`src/rtl/shift_arbiter.sv`:
```
// rtl/shift_arbiter.sv - two-requester round-robin front end for a shared 32-bit shift unit
//
// Ports:
//   clock, reset_n            rising-edge clock, asynchronous active-low reset
//   req0_valid/ready          requester 0 handshake
//   req0_data/shamt/op        operand A, shift amount, opcode (00 sll, 01 srl, 10 sra, 11 pass)
//   req1_*                    same as requester 0, for requester 1
//   rsp_valid/ready           single-entry response buffer handshake
//   rsp_id, rsp_data          owning requester ID and registered shift result

module shift_arbiter (
    input  logic        clock,
    input  logic        reset_n,
    input  logic        req0_valid,
    output logic        req0_ready,
    input  logic [31:0] req0_data,
    input  logic [4:0]  req0_shamt,
    input  logic [1:0]  req0_op,
    input  logic        req1_valid,
    output logic        req1_ready,
    input  logic [31:0] req1_data,
    input  logic [4:0]  req1_shamt,
    input  logic [1:0]  req1_op,
    output logic        rsp_valid,
    input  logic        rsp_ready,
    output logic        rsp_id,
    output logic [31:0] rsp_data
);

    localparam logic [1:0] OP_SLL = 2'b00;
    localparam logic [1:0] OP_SRL = 2'b01;
    localparam logic [1:0] OP_SRA = 2'b10;

    function automatic logic [31:0] shift_unit(
        input logic [31:0] a,
        input logic [4:0]  s,
        input logic [1:0]  op
    );
        logic [31:0] r;
        case (op)
            OP_SLL:  r = a << s;
            OP_SRL:  r = a >> s;
            OP_SRA:  r = $unsigned($signed(a) >>> s);
            default: r = a;
        endcase
        return r;
    endfunction

    logic        rsp_valid_q, rsp_valid_d;
    logic        rsp_id_q, rsp_id_d;
    logic [31:0] rsp_data_q, rsp_data_d;
    logic        last_grant_q, last_grant_d;

    logic        slot_free;
    logic        grant_any;
    logic        grant_id;
    logic        accept;
    logic [31:0] sel_data;
    logic [4:0]  sel_shamt;
    logic [1:0]  sel_op;

    // The buffer can take a new result when empty or when it is being drained
    // in the same cycle, which gives back-to-back throughput.
    assign slot_free = !rsp_valid_q || rsp_ready;

    // On a tie the requester that did not win last time is chosen; with a
    // single valid that requester wins regardless of history.
    assign grant_any = req0_valid || req1_valid;
    assign grant_id  = (req0_valid && req1_valid) ? ~last_grant_q : req1_valid;

    // reset_n gates the readies so nothing is offered while reset is held,
    // even though the empty buffer would otherwise look free.
    assign req0_ready = reset_n && slot_free && grant_any && !grant_id;
    assign req1_ready = reset_n && slot_free && grant_any &&  grant_id;
    assign accept     = req0_ready || req1_ready;

    assign sel_data  = grant_id ? req1_data  : req0_data;
    assign sel_shamt = grant_id ? req1_shamt : req0_shamt;
    assign sel_op    = grant_id ? req1_op    : req0_op;

    always_comb begin
        rsp_valid_d  = rsp_valid_q;
        rsp_id_d     = rsp_id_q;
        rsp_data_d   = rsp_data_q;
        last_grant_d = last_grant_q;
        if (accept) begin
            rsp_valid_d  = 1'b1;
            rsp_id_d     = grant_id;
            rsp_data_d   = shift_unit(sel_data, sel_shamt, sel_op);
            last_grant_d = grant_id;
        end else if (rsp_ready) begin
            // Payload and ID are left untouched after a drain.
            rsp_valid_d  = 1'b0;
        end
    end

    always_ff @(posedge clock or negedge reset_n) begin
        if (!reset_n) begin
            rsp_valid_q  <= 1'b0;
            rsp_id_q     <= 1'b0;
            rsp_data_q   <= 32'd0;
            // Starting at 1 lets requester 0 win the first tie.
            last_grant_q <= 1'b1;
        end else begin
            rsp_valid_q  <= rsp_valid_d;
            rsp_id_q     <= rsp_id_d;
            rsp_data_q   <= rsp_data_d;
            last_grant_q <= last_grant_d;
        end
    end

    assign rsp_valid = rsp_valid_q;
    assign rsp_id    = rsp_id_q;
    assign rsp_data  = rsp_data_q;

endmodule

```
`config.mk`:
```
export PLATFORM = sky130hd
export DESIGN_NAME = shift_arbiter
export DESIGN_NICKNAME = d
export VERILOG_FILES = /design/src/rtl/shift_arbiter.sv
export SDC_FILE = /design/constraint.sdc
export NUM_CORES = 1
export LEC_CHECK = 0
export ABC_AREA = 1
export CAP_MARGIN = 20
export CORE_ASPECT_RATIO = 2
export CORE_UTILIZATION = 50
export DETAILED_ROUTE_END_ITERATION = 12
export GPL_TIMING_DRIVEN = 0
export PLACE_DENSITY = 0.77
export SYNTH_ARGS = -nofsm -noshare
export SYNTH_HDL_FRONTEND = slang
export SYNTH_SLANG_ARGS = --single-unit
```
`constraint.sdc`:
```
create_clock -name clock -period 3.16 [get_ports clock]
set_input_delay 0.79 -clock clock [delete_from_list [all_inputs] [get_ports clock]]
set_output_delay 0.79 -clock clock [all_outputs]
set_load 0.02 [all_outputs]
```
==> run_results.csv, run 1 <==
group,metric,value,unit
synthesis,synth_edf_count,0,
cts,cts_buffers,5,
die,die_h,158.5,um
global_routing,grt_overflow_total,1,
synthesis,synth.avg_cell_area,5.122,um2
synthesis,synthTopCellsByArea,"nand2_1, nand3_1, dfrtp_1",
die,ios,119,
synthesis,yosys_warnings,0,
synthesis,ys_ff_latch,35,
outcome,stop_stage,"global routing",
synthesis,seq_area_frac_synth,14.33,%
synthesis,yosysTopAreaCell,"nand2_1",
synthesis,yosysMostFrequentCell,"nand2_1",
global_routing,grt_util_all_layers,56.52,%
outcome,firstError,"[ERROR GRT-0116] Global routing finished with congestion. Check the congestion regions in the DRC Viewer.",
cts,root_buffer,"clkbuf_16",
synthesis,synth_nets,1278,
placed_design,port_buffers,118,
die,num_rows,56,
global_routing,grt_pass1_vias,9113,
cts,cts.sinks,35,
placed_design,gp_congestion,1.211,
global_routing,grt_max_degree,37,
die,start_util,51.69,%
cts,cts_htree_levels,2,
synthesis,synth_async_sr_flop_share,100.0,%
die,die_w,80.24,um
global_routing,grt_first_pass_wirelength,52540,um
outcome,status,"aborted with a tool error",
synthesis,netlist_top_cells_count,"nand2_1, nand3_1, inv_1",
placed_design,dpl_cell_area,7478,um2
cts,clock_path_buffers,2,
synthesis,synthCells,1195,
synthesis,synth_top_area_share,28.21,%
placed_design,dp_hpwl,26000,um
synthesis,syn-cell-area,6121,um2
synthesis,yosys_most_used_dff,"dfrtp_1",
synthesis,ys_types,35,
[metal layers]
metal,overflow,global-route usage [%]
met5,0,3.478
met4,1,57.40
met3,0,24.24
met2,0,83.68
met1,0,56.79
[logic make-up after synthesis]
group           Yosys count  synth area share [%]
simple gates            843                 60.73
compound gates          122                 11.12
buf+inv                 195                 13.82
flops                    35                 14.33
[metrics by stage]
step | cells | setup slack, ps
after global placement | 1458 | -2364
after detailed placement | 1458 | -1580
after floorplan | 1195 | 104.3
after CTS | 1467 | 1.627
[repair_timing]
item	CTS
resized for setup	39
hold buffers	0
endpoints found under the setup margin	34
pin swaps	1
buffers inserted	1
==> inputs of run 2 (changes only) <==
--- a/config.mk
+++ b/config.mk
@@ -7,11 +7,10 @@
 export LEC_CHECK = 0
 export ABC_AREA = 1
 export CAP_MARGIN = 20
-export CORE_ASPECT_RATIO = 2
-export CORE_UTILIZATION = 50
+export CORE_UTILIZATION = 35
 export DETAILED_ROUTE_END_ITERATION = 12
 export GPL_TIMING_DRIVEN = 0
-export PLACE_DENSITY = 0.77
+export PLACE_DENSITY_LB_ADDON = 0.15
 export SYNTH_ARGS = -nofsm -noshare
 export SYNTH_HDL_FRONTEND = slang
 export SYNTH_SLANG_ARGS = --single-unit
==> run_results.csv, run 2 <==
group,metric,value,unit
cts,clock_path_buffers,2,
timing,tns,0,ps
timing,fin_crit_sh,96.78,%
power_and_ir_drop,powerDensity,489.5,nW/um2
cts,clk_pin_slew,60,ps
cts,cts.sinks,35,
worst_setup_path,r2r_end,"rsp_data[16]$_DFFE_PN0P_",
timing,fin_crit,3058,ps
placed_design,place_ws,-1617,ps
power_and_ir_drop,peakVddDrop,0.0003362,V
worst_setup_path,cp.required,2370,ps
synthesis,synth_edf_count,0,
routing,post_drt_wl_per_cell,23.93,um
worst_setup_path,ff2ff_setup_slack,330,ps
timing,fin_ws,101.8,ps
cts,tritoncts,"done",
synthesis,ys_ff_latch,35,
final_layout,nNetsFinal,1415,
final_layout,n_antenna_cell,0,
timing,maxSlewViolCount,0,
cts,cts_hold_buf,0,
routing,ant_nets,0,
worst_setup_path,r2r_start,"last_grant_q$_DFFE_PN1P_",
placed_design,gp_congestion,1.133,
synthesis,synth_async_sr_flop_share,100.0,%
synthesis,netlist_top_cells_count,"nand2_1, nand3_1, inv_1",
global_routing,grt_pass1_vias,8231,
cts,insertion_delay,290,ps
cts,cts_buffers,5,
cts,root_buffer,"clkbuf_16",
routing,drtPass1Iterations,6,
final_layout,multi_input_area,4623,um2
synthesis,syn-cell-area,6121,um2
placed_design,dp_hpwl,29430,um
synthesis,seq_area_frac_synth,14.33,%
global_routing,grt_first_pass_wirelength,53300,um
timing,hold_viol_final,0,
die,start_util,36.39,%
routing,vias_per_cell,5.925,
synthesis,synth_top_area_share,28.21,%
final_layout,largest_register_ffs,32,
worst_setup_path,path_max_fanout,10,
placed_design,dpl_cell_area,7572,um2
timing,worst_pin_slew,820.5,ps
global_routing,grt_antenna_before_repair,0,
final_layout,final_area,8173,um2
synthesis,yosys_most_used_dff,"dfrtp_1",
worst_setup_path,r2r.worst_path.cells,12,
routing,drc,0,
die,die_w,134.2,um
synthesis,synthTopCellsByArea,"nand2_1, nand3_1, dfrtp_1",
worst_setup_path,crit_type,"primary input to output pin",
final_layout,final_core_util,48.59,%
timing,fin_worst_skew,6.009,ps
cts,cts_htree_levels,2,
routing,dr.first_iter.drc_count,1715,
final_layout,drive_gt1_share,12.75,%
global_routing,grt_max_degree,37,
routing,vias,9202,
die,die_area,18020,um2
synthesis,synth_nets,1278,
placed_design,dp_cells,1533,
synthesis,yosysMostFrequentCell,"nand2_1",
synthesis,yosys_warnings,0,
timing,hold_ws,382.2,ps
synthesis,synthCells,1195,
worst_setup_path,endpoint_kind,"output pin",
worst_setup_path,crit_arrival,2270,ps
power_and_ir_drop,leakage,4.321,nW
final_layout,nFillCells,1848,
die,die_h,134.2,um
worst_setup_path,crit_path_end,"req0_ready",
final_layout,seqCellArea,877.1,um2
synthesis,ys_types,35,
outcome,status,"finished clean",
final_layout,layout_common_cells,"nand2_1, nand3_1, inv_1",
placed_design,port_buffers,118,
global_routing,grt_overflow_total,0,
hold_path,hold_path.class,"primary input to async pin",
die,ios,119,
synthesis,synth.avg_cell_area,5.122,um2
synthesis,yosysTopAreaCell,"nand2_1",
timing,setup_viol,0,
routing,wl,37160,um
final_layout,synthToLayoutAreaGrowth,33.52,%
global_routing,grt_util_all_layers,41.14,%
die,num_rows,47,
flow_run,drv_cap,0,
die,core,16820,um2
worst_setup_path,start_kind,"primary input",
final_layout,finalNonFillerCells,1553,
final_layout,final_common_cell,"nand2_1",
worst_setup_path,startpoint,"req1_valid",
power_and_ir_drop,p_total,4.000,mW
timing,max_freq,0.3270,GHz
timing,rsz0062_at_grt,"false",
timing,max_slew_margin,45.30,%
[run 2: worst min-delay path by stage]
| stage | startpoint | to |
|---|---|---|
| after floorplan | last_grant_q$_DFFE_PN1P_ | last_grant_q$_DFFE_PN1P_ |
| after global placement | last_grant_q$_DFFE_PN1P_ | last_grant_q$_DFFE_PN1P_ |
| after detailed placement | rsp_id$_DFFE_PN0P_ | rsp_id$_DFFE_PN0P_ |
| after CTS | reset_n | rsp_data[10]$_DFFE_PN0P_ |
| after global routing | reset_n | rsp_data[12]$_DFFE_PN0P_ |
| final | reset_n | rsp_data[10]$_DFFE_PN0P_ |
[run 2: kinds of logic (layout without fill, tap and decap cells)]
group,Yosys count,after routing,share of synthesized area (%)
AO/OA/AOI/OAI,122,122,11.12
buffers and inverters,195,333,13.82
flip-flops,35,35,14.33
AND/OR/NAND/NOR,843,843,60.73
[run 2: timing repair]
action,CTS,global route
pin swaps,5,9
resized for setup,89,22
buffers inserted,2,10
gates cloned,0,0
setup endpoints to repair,35,32
[run 2: area by class of cell]
cell class	instances	area share [%]
multi-input cells	965	56.57
clock inverters	3	0.5358
plain buffers	67	5.557
flip-flops and latches	35	10.73
repair buffers	130	15.77
inverters	128	5.940
well taps	220	3.368
clock buffers	5	1.531
[run 2: worst max-delay path: stages]
cell	delay [ps]
buf_2	210
buf_6	170
buf_4	170
nor2_1	80
nor2_4	210
clkinv_4	110
clkbuf_4	220
a21oi_1	120
buf_2	170
[run 2: metal layers]
layer | global-route usage, % | share of wire, % | vias to the layer above
li1 | - | - | 4152
met1 | 54.39 | 38 | 4156
met2 | 60.82 | 41 | 760
met3 | 9.562 | 13 | 134
met4 | 23.97 | 7.2 | 0
met5 | 0 | 0 | -
[run 2: power by group]
group	total [mW]	switching (mW)	internal, mW
clock	0.574	0.202	0.372
sequential	0.637	0.0671	0.570
combinational	2.79	1.87	0.920
No activity file was read; power rests on OpenSTA's default activity.
